$ cat config.mk
export PLATFORM = sky130hd
export DESIGN_NAME = audio_recorder
export DESIGN_NICKNAME = d
export VERILOG_FILES = /design/src/rtl/audio_rec_pkg.sv /design/src/rtl/rec_mono_sat.sv /design/src/rtl/audio_recorder.sv
export SDC_FILE = /design/constraint.sdc
export NUM_CORES = 1
export LEC_CHECK = 0
export BUFFER_PORTS_ARGS = -buffer_cell sky130_fd_sc_hd__buf_4
export CAP_MARGIN = 20
export CORE_UTILIZATION = 62
export CTS_BUF_LIST = sky130_fd_sc_hd__clkbuf_8
export DETAILED_ROUTE_END_ITERATION = 10
export PLACE_DENSITY_LB_ADDON = 0.15
export SYNTH_ARGS = -nofsm -noshare
export SYNTH_HDL_FRONTEND = slang
export SYNTH_SLANG_ARGS = --single-unit
export TNS_END_PERCENT = 10
$ cat constraint.sdc
create_clock -name clk -period 5.9 [get_ports clk]
set_clock_uncertainty 0.1 [all_clocks]
set_input_delay 0.295 -clock clk [delete_from_list [all_inputs] [get_ports clk]]
set_output_delay 0.295 -clock clk [all_outputs]
set_load 0.05 [all_outputs]
$ cat src/rtl/audio_rec_pkg.sv
// rtl/audio_rec_pkg.sv - shared types and constants for the audio capture path
package audio_rec_pkg;
    localparam int SAMPLE_W = 16;
    localparam int WORD_W   = 32;

    localparam logic [SAMPLE_W-1:0] SAT_MAX = 16'h7FFF;
    localparam logic [SAMPLE_W-1:0] SAT_MIN = 16'h8000;

    typedef enum logic [1:0] {
        C_IDLE,
        C_WAIT_READY,
        C_ACK,
        C_WAIT_DROP
    } capture_state_t;

    typedef enum logic {
        W_IDLE,
        W_REQ
    } write_state_t;
endpackage

$ cat src/rtl/rec_mono_sat.sv
// rtl/rec_mono_sat.sv - combinational L/R mono mix, gain and 16-bit saturation
module rec_mono_sat
    import audio_rec_pkg::*;
#(
    parameter int GAIN_SHIFT = 6
) (
    input  logic [SAMPLE_W-1:0] left,
    input  logic [SAMPLE_W-1:0] right,
    output logic [SAMPLE_W-1:0] mono
);
    localparam int WW = SAMPLE_W + 1 + GAIN_SHIFT;

    logic signed [SAMPLE_W:0] sum;
    logic signed [WW-1:0]     wide;
    logic                     in_range;

    always_comb begin
        sum  = $signed({left[SAMPLE_W-1], left}) + $signed({right[SAMPLE_W-1], right});
        wide = WW'(sum >>> 1);
        wide = wide <<< GAIN_SHIFT;
        // Fits in 16 bits only when every bit above bit 14 matches the sign.
        in_range = (wide[WW-1:SAMPLE_W-1] == {(WW-SAMPLE_W+1){wide[WW-1]}});
        mono = in_range ? wide[SAMPLE_W-1:0] : (wide[WW-1] ? SAT_MIN : SAT_MAX);
    end
endmodule

$ cat src/rtl/audio_recorder.sv
// rtl/audio_recorder.sv - codec capture, mono pack and Avalon-MM write master; REC_WRAP_EN enables circular buffer
module audio_recorder
    import audio_rec_pkg::*;
#(
    parameter int ADDR_W      = 23,
    parameter int DEPTH_WORDS = 'h100000,
    parameter int GAIN_SHIFT  = 6
) (
    input  logic              clk,
    input  logic              rst_n,
    input  logic              start,
    input  logic              stop,
    input  logic              read_ready,
    input  logic [15:0]       readdata_left,
    input  logic [15:0]       readdata_right,
    output logic              read_s,
    output logic              mem_write,
    output logic [ADDR_W-1:0] mem_address,
    output logic [31:0]       mem_writedata,
    output logic [3:0]        mem_byteenable,
    input  logic              mem_waitrequest,
    output logic              busy,
    output logic              done,
    output logic              overrun
);
`ifdef REC_WRAP_EN
    localparam logic [ADDR_W-1:0] LAST_A = ADDR_W'(DEPTH_WORDS - 1);
`else
    localparam logic [ADDR_W-1:0] DEPTH_A = ADDR_W'(DEPTH_WORDS);
`endif

    capture_state_t      cap_q, cap_d;
    write_state_t        wr_q, wr_d;
    logic [15:0]         l_q, l_d, r_q, r_d, hi_q, hi_d;
    logic [WORD_W-1:0]   word_q, word_d;
    logic [ADDR_W-1:0]   addr_q, addr_d, addr_next;
    logic                samp_vld_q, samp_vld_d, half_q, half_d, valid_q, valid_d;
    logic                busy_q, busy_d, done_q, done_d, overrun_q, overrun_d;
    logic                stopping_q, stopping_d, accept;
    logic [15:0]         mono;

    rec_mono_sat #(.GAIN_SHIFT(GAIN_SHIFT)) u_mono (
        .left  (l_q),
        .right (r_q),
        .mono  (mono)
    );

    always_comb begin
        cap_d = cap_q;       wr_d = wr_q;         l_d = l_q;           r_d = r_q;
        samp_vld_d = 1'b0;   half_d = half_q;     hi_d = hi_q;         word_d = word_q;
        valid_d = valid_q;   addr_d = addr_q;     busy_d = busy_q;     done_d = done_q;
        overrun_d = overrun_q;                    stopping_d = stopping_q;
        accept = (wr_q == W_REQ) && !mem_waitrequest;
`ifdef REC_WRAP_EN
        addr_next = (addr_q == LAST_A) ? '0 : addr_q + ADDR_W'(1);
`else
        addr_next = addr_q + ADDR_W'(1);
`endif
        case (cap_q)
            C_WAIT_READY: if (read_ready) cap_d = C_ACK;
            C_ACK: begin
                l_d        = readdata_left;
                r_d        = readdata_right;
                samp_vld_d = 1'b1;
                cap_d      = C_WAIT_DROP;
            end
            C_WAIT_DROP:  if (!read_ready) cap_d = C_WAIT_READY;
            default:      cap_d = C_IDLE;
        endcase
        // A sample already in C_ACK is still registered; only further captures stop.
        if (stop && busy_q) begin
            stopping_d = 1'b1;
            cap_d      = C_IDLE;
        end

        if (wr_q == W_IDLE) begin
            if (valid_q) wr_d = W_REQ;
        end else if (accept) begin
            wr_d    = W_IDLE;
            valid_d = 1'b0;
            addr_d  = addr_next;
        end

        if (samp_vld_q) begin
            if (!half_q) begin
                hi_d   = mono;
                half_d = 1'b1;
            end else begin
                half_d = 1'b0;
                if (valid_q && !accept) begin
                    overrun_d = 1'b1;
                end else begin
                    word_d  = {hi_q, mono};
                    valid_d = 1'b1;
                end
            end
        end else if (stopping_q && half_q && !valid_q) begin
            word_d  = {hi_q, 16'h0000};
            valid_d = 1'b1;
            half_d  = 1'b0;
        end

        if (stopping_q && !samp_vld_q && !half_q && !valid_q) begin
            busy_d     = 1'b0;
            done_d     = 1'b1;
            stopping_d = 1'b0;
        end
`ifndef REC_WRAP_EN
        if (accept && (addr_next == DEPTH_A)) begin
            busy_d     = 1'b0;
            done_d     = 1'b1;
            stopping_d = 1'b0;
            cap_d      = C_IDLE;
            half_d     = 1'b0;
            valid_d    = 1'b0;
            samp_vld_d = 1'b0;
        end
`endif
        if (start && !stop && !busy_q) begin
            busy_d     = 1'b1;
            done_d     = 1'b0;
            overrun_d  = 1'b0;
            stopping_d = 1'b0;
            addr_d     = '0;
            half_d     = 1'b0;
            valid_d    = 1'b0;
            cap_d      = C_WAIT_READY;
        end
    end

    always_ff @(posedge clk or negedge rst_n) begin
        if (!rst_n) begin
            cap_q <= C_IDLE;     wr_q <= W_IDLE;      l_q <= '0;           r_q <= '0;
            samp_vld_q <= 1'b0;  half_q <= 1'b0;      hi_q <= '0;          word_q <= '0;
            valid_q <= 1'b0;     addr_q <= '0;        busy_q <= 1'b0;      done_q <= 1'b0;
            overrun_q <= 1'b0;   stopping_q <= 1'b0;
        end else begin
            cap_q <= cap_d;      wr_q <= wr_d;        l_q <= l_d;          r_q <= r_d;
            samp_vld_q <= samp_vld_d;                 half_q <= half_d;    hi_q <= hi_d;
            word_q <= word_d;    valid_q <= valid_d;  addr_q <= addr_d;    busy_q <= busy_d;
            done_q <= done_d;    overrun_q <= overrun_d;                   stopping_q <= stopping_d;
        end
    end

    assign read_s         = (cap_q == C_ACK);
    assign mem_write      = (wr_q == W_REQ);
    assign mem_address    = addr_q;
    assign mem_writedata  = word_q;
    assign mem_byteenable = 4'hF;
    assign busy           = busy_q;
    assign done           = done_q;
    assign overrun        = overrun_q;
endmodule
# Word-level counts from Yosys, hierarchy flattened
# Index checks and enable logic that the tools add are counted.
dict set report op_classes {
  n_addsub 2
  eq_ne 9
  mux 47
  bitwise 1
  n_reduce_logical 32
}
# cell n
set ops {}
lappend ops {{$mux 32} 4}
lappend ops {{$mux 23} 3}
lappend ops {{$mux 1} 32}
lappend ops {{$mux 16} 2}
lappend ops {{$add 23x1->23 const B} 1}
lappend ops {{$eq 23x21->1 const B} 1}
lappend ops {{$add 16x16->17} 1}
lappend ops {{$reduce_bool 2->1} 6}
lappend ops {{$logic_and 1x1->1} 11}
lappend ops {{$mux 2} 5}
lappend ops {{$ne 5x5->1 const B} 2}
lappend ops {{$reduce_bool 4->1} 2}
lappend ops {{$logic_not 1->1} 7}
lappend ops {{$eq 6x6->1} 1}
lappend ops {{$pmux 2 s3} 1}
lappend ops {{$reduce_and 2->1} 3}
lappend ops {{$reduce_and 3->1} 2}
lappend ops {{$eq 2x2->1 const B} 2}
lappend ops {{$reduce_bool 3->1} 1}
lappend ops {{$eq 2x1->1 const B} 1}
lappend ops {{$ne 2x1->1 const B} 1}
lappend ops {{$ne 2x2->1 const B} 1}
lappend ops {{$not 1->1} 1}
dict set report totals {
  reg_bits 113
  inputBits 38
  output_inout_bits 64
  elab_cells 105
}

# Longest topological paths before layout
# Gate-level depths: netlist of the first run.
dict set report logic_depth {
  ltp_word 9
  depth_mapped 10
  mapped_depth_nobuf 10
}

# Hierarchy
# A second synthesis of the first run with hierarchy kept.
dict set report hier_totals {
  hier_cells 586
  hier_area_um2 6226.0
}
# mod n_inst cells_per_inst area_per_inst_um2 seq_area_each_um2
set by_module_without_submodules {}
lappend by_module_without_submodules {audio_recorder 1 439 5121.2 2827.7}
lappend by_module_without_submodules {rec_mono_sat 1 147 1104.8 0.0}

# Least setup slack after synthesis of the first run
# OpenSTA, ideal clock, no wires.
dict set report synth_timing {
  path_type {reg-to-reg}
  start {reg l_q[5]}
  end {reg word_q[7], in the netlist mem_writedata[7]}
  setup_ns 0.104
  t_arrival_ns 2.920
  t_required_ns 5.696
  slack_ns 2.776
  path_stages_with_launch 10
  path_buffers 0
  synth_period_minus_slack_ns 3.124
  path_cell_list {dfrtp_1 -> ha_1 -> and3_1 -> or4b_4 -> o2111ai_2 -> a21oi_2 -> o32a_4 -> a2111oi_4 -> nor2_1 -> o311ai_1}
}
dict set report synth_between {
  elab_chain_len 6
  word_cells_on_any_way 7
  classes_between {add/sub (1); eq/ne (1); mux (5)}
}
# item line
set synth_rtl {}
lappend synth_rtl {{from (decl)} audio_recorder.sv:34} ;# logic [15:0] l_q, l_d, r_q, r_d, hi_q, hi_d;
lappend synth_rtl {{from (signal assigned)} audio_recorder.sv:138} ;# cap_q <= cap_d; wr_q <= wr_d; l_q <= l_d; r_q <= r_d;
lappend synth_rtl {{$add 16x16->17 (*)} rec_mono_sat.sv:18} ;# sum = $signed({left[SAMPLE_W-1], left}) + $signed({right[SAMPLE_W-1], right});
lappend synth_rtl {{$eq 6x6->1 or $mux 16 (tied branches)} {rec_mono_sat.sv:22, rec_mono_sat.sv:23}}
lappend synth_rtl {{$mux 16 (*)} rec_mono_sat.sv:23} ;# mono = in_range ? wide[SAMPLE_W-1:0] : (wide[WW-1] ? SAT_MIN : SAT_MAX);
lappend synth_rtl {{$mux 32 (*)} audio_recorder.sv:90} ;# if (valid_q && !accept) begin
lappend synth_rtl {{$mux 32 (*)} audio_recorder.sv:85} ;# if (!half_q) begin
lappend synth_rtl {{$mux 32 (*)} audio_recorder.sv:84} ;# if (samp_vld_q) begin
lappend synth_rtl {{to (signal assigned)} audio_recorder.sv:140} ;# word_q <= word_d; valid_q <= valid_d; addr_q <= addr_d; busy_q <= busy_d;
lappend synth_rtl {{to (decl)} audio_recorder.sv:35} ;# logic [WORD_W-1:0] word_q, word_d;
# Mark *: on every way between the ends. The rest lies on a longest branch, timed or not. The select of a mux whose other input is x is not followed.
# A chain may end at the register's enable or synchronous reset.

# Final worst setup path of the first run
dict set report layout_timing {
  start {reg l_q[5]}
  end {reg hi_q[13]}
}
dict set report layout_between {
  elab_chain_len 3
  word_cells_on_any_way 4
  classes_between {add/sub (1); eq/ne (1); mux (2)}
}
# item line
set layout_rtl {}
lappend layout_rtl {{$add 16x16->17 (*)} rec_mono_sat.sv:18}
lappend layout_rtl {{$eq 6x6->1 or $mux 16 (tied branches)} {rec_mono_sat.sv:22, rec_mono_sat.sv:23}}
lappend layout_rtl {{$mux 16 (*)} rec_mono_sat.sv:23}
lappend layout_rtl {{to (signal assigned)} audio_recorder.sv:139} ;# samp_vld_q <= samp_vld_d; half_q <= half_d; hi_q <= hi_d;
lappend layout_rtl {{to (decl)} audio_recorder.sv:34}
# Mark *: on every way between the ends. The rest lies on a longest branch, timed or not.

==> results by group, run 1 <==
Yosys
  – Post-Synth Simple-Gate Area: 18.3%
  – Post-Synth Adder-Cell Area: 4.92%
  – Post-synthesis sequential area ratio: 44.6%
  – Largest family of logic cells by synthesized area: simple AND/OR/NAND/NOR gates
  – Post-synth top flop: dfrtp_1
  – Post-Syn Area per Cell: 9.94 um2
  – Mux share of post-synthesis cell area: 8.79%
  – Flops & latches, synth: 98
  – Compound-gate portion of the synthesized area: 13.6%
  – Synth unique cells: a little over 60
  – Async S/R FF share, synth: 100%
  – Mapped Cells: 553
  – Yosys warns: 0
  – Post-Syn Area: 5500 um2
  – Post-synthesis xor/xnor area fraction: under 10%
  – EDFF count, synth: 0

Setup path
  – Worst Path Arrival: approximately 3.7 ns
  – CP Launch Type: flop
  – Crit Reg-Reg Startpoint: l_q[5]
  – CP required: ~6.0 ns
  – Crit-path slowest cell: o2111ai_1
  – WS Path Type: reg2reg
  – Family with the most delay on the worst path: compound AO/OA/AOI/OAI gates
  – CP bufs+invs: 0
  – Slowest cell delay on critical path: around 0.46 ns
  – CP endpoint kind: flop
  – Worst Setup SP: l_q[5]
  – Worst path cell trace: ha_1 -> a21o_1 -> a211o_2 -> o211ai_1 -> nand2_1 -> a2111oi_0 -> o2111ai_1 -> o21ai_0 -> a311oi_1
  – CP max FO: 8

Global route
  – Grt total ovfl: 0
  – Initial antenna violation count: 0
  – Global-route wire length before repair: 20100 um
  – Vias in the first global route: 4314
  – Pin count of the biggest net entering global routing: 53
  – GRT Total Usage: between 20 and 30%

Clock network
  – Clock transition at the registers of the reported paths: 0.11 ns
  – Setup Fix Bufs, Post-CTS: 0
  – H-tree depth: 3
  – Max Root-Sink Buffers: 2
  – Inserted Clock Buffers: 9
  – Skew-Pair Late Insertion Delay: approximately 0.37 ns
  – CTS root buf: clkbuf_8
  – PostCTS Resize Cnt: 0
  – TritonCTS Sinks: 98
  – CTS tree: built

Cells and area
  – FILL cells: 591
  – Area growth from synthesis to final layout: 17.5%
  – Diodes inserted: 0
  – Final nets: 693
  – Final Non-Filler Cells: 744
  – Share of cells above drive strength 1: 27.2%
  – Post-route cell area: between 6000 and 7000 um2

Detailed routing
  – WL final: 12100 um
  – Starting DRC count in detailed routing: 260
  – Post-DRT Antenna Nets: 0
  – WL/cell: 16.3 um
  – Vias post-DR: approximately 4500
  – Router iterations before antenna repair: 5
  – DRC Markers: 0
  – Via density: 6.03

Die
  – Die ar.: slightly above 9000 um2
  – Die X: about 96 um
  – Core area: 8380 um2
  – Chip height: 96.1 um
  – Row count: 33
  – I/O pins: 102
  – Initial Util: 65.6%

STA
  – Setup TNS: 0 ns
  – Worst Tran Pin Value: 0.979 ns
  – Hold Vio Cnt, Final: 0
  – Period minus WS final: 3.58 ns
  – Slew Limit Headroom: roughly a third
  – RSZ-0062 raised after global routing: false
  – Fmax: ~280 MHz
  – Hold_ws: 0.0140 ns
  – Final period util: 60.6%
  – Max Slew Vio Count: 0
  – # setup viols final: 0

Power and ir drop
  – Power Density: 627 nW/um2
  – Part of the power in the clock network: 12.6%
  – Logic gate share of total power: around three fifths
  – Internal: 2090 uW
  – Switch Pwr: a little under 2000 uW
  – Pleak: about 0.0030 uW
  – Total power: 4050 uW
  – VDD IR max: 0.000399 V
  – Switching share of power: 48.4%
  – Sequential share of power: 27.5%

Run
  – MaxCap Viol Count: 0

Place
  – Post-placement cell area: 6220 um2
  – Post-DP HPWL: 8750 um
  – Number of port buffers: between 90 and 100
  – Cell total after placement: 727
  – GP Congestion: 1.01

Worst hold path
  – Worst Hold Launch: readdata_left[1]
  – Worst Hold Class: in2reg

Status
  – Outcome: completed
==> cell type report <==
type | instances | area (um2) | area share [%]
multi-input combinational | 412 | 2830 | 43.9
inverter | 11 | 41.3 | 0.639
clock inverter | 7 | 108 | 1.67
tap | 105 | 131 | 2.03
clock buffer | 9 | 124 | 1.92
sequential | 98 | 2450 | 38.0
timing repair buffer | 102 | 768 | 11.9
==> final timing paths <==
kind                                         to  slack, ns  depth (start not counted)
worst max-delay path                   hi_q[13]       2.32                          9
worst min-delay path                     l_q[1]       0.01                          3
worst max register to register         hi_q[13]       2.32                          9
worst min register to register         hi_q[10]       0.39                          2
max in group asynchronous       mem_address[14]       4.27                          3
min in group asynchronous        mem_address[8]       0.35                          2
==> flip-flops by register name, indices dropped and copies added, names as in the netlist <==
signal         cells
overrun            1
hi_q              11
busy               1
mem_writedata     22
done               1
r_q               16
mem_address       23
l_q               16
mem_write          1
half_q             1
stopping_q         1
cap_q              2
samp_vld_q         1
valid_q            1
==> cells by family after synthesis <==
logic type      count (synthesis)
xor+xnor                       35
fa+ha+maj                      21
flops                          98
simple gates                  204
buf+inv                        46
compound gates                105
other cells                     1
mux                            43
==> per-stage QoR <==
stage                     utilization [%]  worst slack [ns]
after floorplan                         -              2.78
after global placement               74.2              2.54
after detailed placement             74.2              2.36
after CTS                            77.1              2.35
after global routing                 77.1              2.08
final                                77.1              2.32
==> cells in the final DEF, fill, tap and decap left out, types with 10 or more instances in the layout <==
cell	count
a21oi_1	27
buf_4	101
dfrtp_1	98
ha_1	20
inv_1	11
mux2_2	42
nand2_1	55
nand2b_1	10
nand3_1	26
nor2_1	48
nor3_1	14
o21ai_0	20
xnor2_1	15
xor2_1	20
==> per-layer routing <==
| metal | global-route usage, % | vias to the layer above | part of all wire, % |
|---|---|---|---|
| met3 | 5.45 | 25 | 5.1 |
| met1 | 36.0 | 2188 | 44 |
| met5 | 0 | - | 0 |
| met2 | 48.6 | 150 | 50 |
| li1 | - | 2124 | - |
| met4 | 7.96 | 0 | 1.4 |
==> power by group through the flow <==
stage	Combinational (uW)	Clock, uW	Sequential (uW)
3_5_place_dp	2370	0	1130
6_report	2420	510	1110
4_1_cts	2390	514	1110
3_3_place_gp	2300	0	1110
2_1_floorplan	1600	0	1330
5_1_grt	2630	536	1150
==> synthesized netlist by cell type, types with 9 or more instances <==
master / number / share of area [%]
nand4_1: 9 / 1.0
mux2_2: 42 / 8.6
a21oi_1: 27 / 2.5
nand2_1: 55 / 3.8
inv_1: 11 / 0.75
buf_4: 14 / 1.9
clkbuf_1: 20 / 1.4
nor2_1: 48 / 3.3
nand3_1: 26 / 2.4
xor2_1: 20 / 3.2
xnor2_1: 15 / 2.4
and3_1: 9 / 1.0
dfrtp_1: 98 / 45
ha_1: 20 / 4.6
nand2b_1: 10 / 1.1
nor3_1: 14 / 1.3
o21ai_0: 20 / 1.8
==> worst reg2reg max path: stages, from the launching register on <==
cell	delay, ns
dfrtp_1	0.39
ha_1	0.36
a21o_1	0.25
a211o_2	0.36
o211ai_1	0.38
nand2_1	0.08
a2111oi_0	0.44
o2111ai_1	0.46
o21ai_0	0.44
a311oi_1	0.16
==> repair_timing <==
item	4_1_cts	5_1_grt
hold endpoints to repair	46	0
hold buffers	1	0
endpoints found under the setup margin	0	0
Power figures use the tool's default switching activity.
==> run 2, diff against run 1 <==
Settings changed: ABC_AREA set to 1, CORE_UTILIZATION 62 to 59.
Clock period 5.9 ns to 3.55 ns, I/O delays scaled along.
==> run 2 against run 1 <==
Net effect:
- clock-buffer cell count stayed put
- sequential power is 62% higher
- clock power is 43% higher
- die area is 14% higher
- synthesized cell count is 40% higher
- non-clock buffer count is 33 higher
- via count is 22% higher
- first-iteration DRC count is 1.5% lower
- worst setup slack worse by 1.5 ns
- cell area is 13% higher
- total power is 87% higher
- register-to-register slack worse by 1.5 ns
- critical path type unchanged
- critical endpoint is now mem_writedata[6]
- highest routed layer unchanged
==> results by group, run 2 <==
Clock network
  – CTS tree: built
  – PostCTS Resize Cnt: 0 (unchanged)
  – TritonCTS Sinks: 98 (unchanged)
  – H-tree depth: 3 (unchanged)
  – Skew-Pair Late Insertion Delay: 0.39 ns (+0.02 ns)
  – Setup Fix Bufs, Post-CTS: 0 (unchanged)
  – Max Root-Sink Buffers: 2 (unchanged)
  – CTS root buf: clkbuf_8
  – Hold_buf cts: 34 (+33)
  – Clock transition at the registers of the reported paths: 0.12 ns (about the same)
  – Inserted Clock Buffers: 9 (unchanged)

Yosys
  – Mapped Cells: 774 (+40%)
  – EDFF count, synth: 0 (unchanged)
  – Async S/R FF share, synth: 100% (unchanged)
  – Flops & latches, synth: 98 (unchanged)
  – Top cells by area, synth: dfrtp_1 41%, nand2_1 17%, inv_1 6.0%
  – Synth unique cells: 41 (-33%)
  – Post-synth top flop: dfrtp_1
  – Commonest cells post-synth: 264 x nand2_1, 98 x dfrtp_1, 95 x inv_1, 50 x nor2_1, 45 x nand3_1
  – Yosys warns: 0 (unchanged)
  – Top cell type by total area after synthesis: dfrtp_1
  – Post-Syn Area: 5990 um2 (+9.0%)
  – Post-synthesis sequential area ratio: 40.9% (-3.7 points)
  – Top cell type's share of synthesized area: 40.9% (-3.7 points)
  – Post-Syn Area per Cell: 7.74 um2 (-22%)
  – Count leader, synth: nand2_1

Power and ir drop
  – Power Density: 1040 nW/um2 (+65%)
  – Pleak: 0.00378 uW (+25%)
  – VDD IR max: 0.000915 V (+130%)

STA
  – Max Slew Vio Count: 0 (unchanged)
  – Hold Vio Cnt, Final: 0 (unchanged)
  – Fmax: 371 MHz (+33%)
  – # setup viols final: 0 (unchanged)
  – Slew Limit Headroom: 51.7% (+17 points)
  – RSZ-0062 raised after global routing: false
  – Worst Tran Pin Value: 0.724 ns (-0.255 ns)
  – Setup TNS: 0 ns (unchanged)
  – Final period util: 76.0% (+15 points)
  – Period minus WS final: 2.70 ns (-0.879 ns)

Setup path
  – CP required: 3.75 ns (-2.26 ns)
  – CP endpoint kind: flop
  – CP Launch Type: flop
  – Worst Path Arrival: 2.89 ns (-0.80 ns)
  – WS Path Type: reg2reg
  – Worst Reg2Reg Path Length in Cells: 17 (+8)
  – CP max FO: 11 (+3)

Detailed routing
  – Vias post-DR: 5484 (+22%)
  – DRC Markers: 0 (unchanged)
  – Post-DRT Antenna Nets: 0 (unchanged)
  – Starting DRC count in detailed routing: 256 (-1.5%)
  – WL/cell: 14.1 um (-14%)
  – Via density: 5.30 (-12%)
  – Router iterations before antenna repair: 5 (unchanged)
  – WL final: 14500 um (+20%)

Cells and area
  – Max reg flops: 23 (unchanged)
  – Most frequent cells in the layout: 264 x nand2_1, 101 x buf_4, 98 x dfrtp_1, 95 x inv_1, 50 x nor2_1
  – Post-route cell area: 7290 um2 (+13%)
  – Share of cells above drive strength 1: 20.3% (-6.9 points)
  – Area growth from synthesis to final layout: 21.6%
  – Most common cell after layout, fill and taps aside: nand2_1
  – Diodes inserted: 0 (unchanged)
  – FILL cells: 796 (+35%)
  – Final nets: 955 (+38%)

Die
  – Core area: 9820 um2 (+17%)
  – Chip height: 103 um (+6.9%)
  – I/O pins: 102 (unchanged)
  – Die ar.: 10600 um2 (+14%)
  – Die X: 103 um (+6.9%)
  – Row count: 36 (+9.1%)
  – Initial Util: 61.0% (-4.5 points)

Global route
  – Initial antenna violation count: 0 (unchanged)
  – Vias in the first global route: 5326 (+23%)
  – Grt total ovfl: 0 (unchanged)
  – GRT Total Usage: 29.9% (+1.8 points)
  – Global-route wire length before repair: 24300 um (+21%)
  – Pin count of the biggest net entering global routing: 60 (+13%)

Worst hold path
  – Worst Hold Class: in2reg
  – Hold path depth: 4 (+1)

Place
  – GP Congestion: 0.957 (-5.6%)
  – Post-placement cell area: 6760 um2 (+8.7%)
  – Post-DP HPWL: 10700 um (+22%)
  – Number of port buffers: 97 (unchanged)

Run
  – MaxCap Viol Count: 0 (unchanged)

Status
  – Outcome: completed
==> run 2: changes by cell type after synthesis, moves of 11 or more <==
cell / delta
nand2_1: +209
nand2_4: +11
nand2_2: +14
nand3_1: +19
inv_1: +84
mux2_2: -12
a21oi_1: -14
xnor2_1: -12
clkbuf_1: -12
==> run 2: worst paths after layout <==
| check | startpoint | to | slack [ns] |
|---|---|---|---|
| setup / recovery | l_q[10] | mem_writedata[6] | 0.85 |
| hold / removal | start | done | 0.03 |
| setup reg to reg | l_q[10] | mem_writedata[6] | 0.85 |
| hold reg to reg | mem_writedata[27] | mem_writedata[27] | 0.38 |
| max in group asynchronous | rst_n | mem_address[9] | 2.48 |
| min in group asynchronous | rst_n | mem_address[11] | 0.30 |
==> run 2: metrics by stage <==
stage | power (uW) | util (%) | setup slack, ns | cells | hold WS (ns)
after floorplan | 5720 | - | 1.14 | 777 | -0.218
after global placement | 6570 | 68.8 | 0.991 | 984 | 0.160
after detailed placement | 6740 | 68.8 | 0.883 | 984 | 0.171
after CTS | 7520 | 74.2 | 0.855 | 1034 | 0.0284
after global routing | 8220 | 74.2 | 0.597 | 1034 | 0.0479
final | 7550 | 74.2 | 0.852 | 1034 | 0.0333
==> run 2: metal layers <==
metal,global-route usage (%),routed length (um),up-vias
met5,0,0,-
met4,13.2,396,0
met3,4.95,781,38
met2,51.2,7130,193
met1,37.5,6240,2584
li1,-,-,2669
==> run 2: where the power goes <==
part | internal, uW | switching, uW
logic | 1660 | 3360
clock network | 275 | 457
registers | 1520 | 283
==> run 2: worst max-delay path: stages (launching register included) <==
cell and delay [ns]:
dfrtp_1 0.41, ha_1 0.40, nand2_1 0.14, inv_2 0.05, nand2_1 0.06, nand2_1 0.11
a21oi_4 0.19, nand2_2 0.10, nand2_2 0.08, nand2_4 0.09, nand2_2 0.07, nand2_2 0.09
nor2_8 0.16, nand3_4 0.09, nand2_4 0.22, nand2_1 0.12, nand2_1 0.07, nand2_1 0.05
==> run 2: area by class of cell <==
type	instances	area [um2]	area share (%)
clock buffers	9	124	1.70
clock inverters	7	67.6	0.927
inverters	100	375	5.15
multi-input cells	552	3000	41.2
flip-flops and latches	98	2450	33.6
well taps	133	166	2.28
repair buffers	135	1100	15.1
==> run 2: cells by family (layout without fill, tap and decap cells) <==
logic type,after synthesis,count (layout),synth area share [%]
simple gates,425,425,31.8
buf+inv,127,251,9.13
flops,98,98,40.9
compound gates,50,50,4.72
mux,30,30,5.64
xor+xnor,22,22,3.22
fa+ha+maj,21,21,4.51
other cells,1,4,0.0626
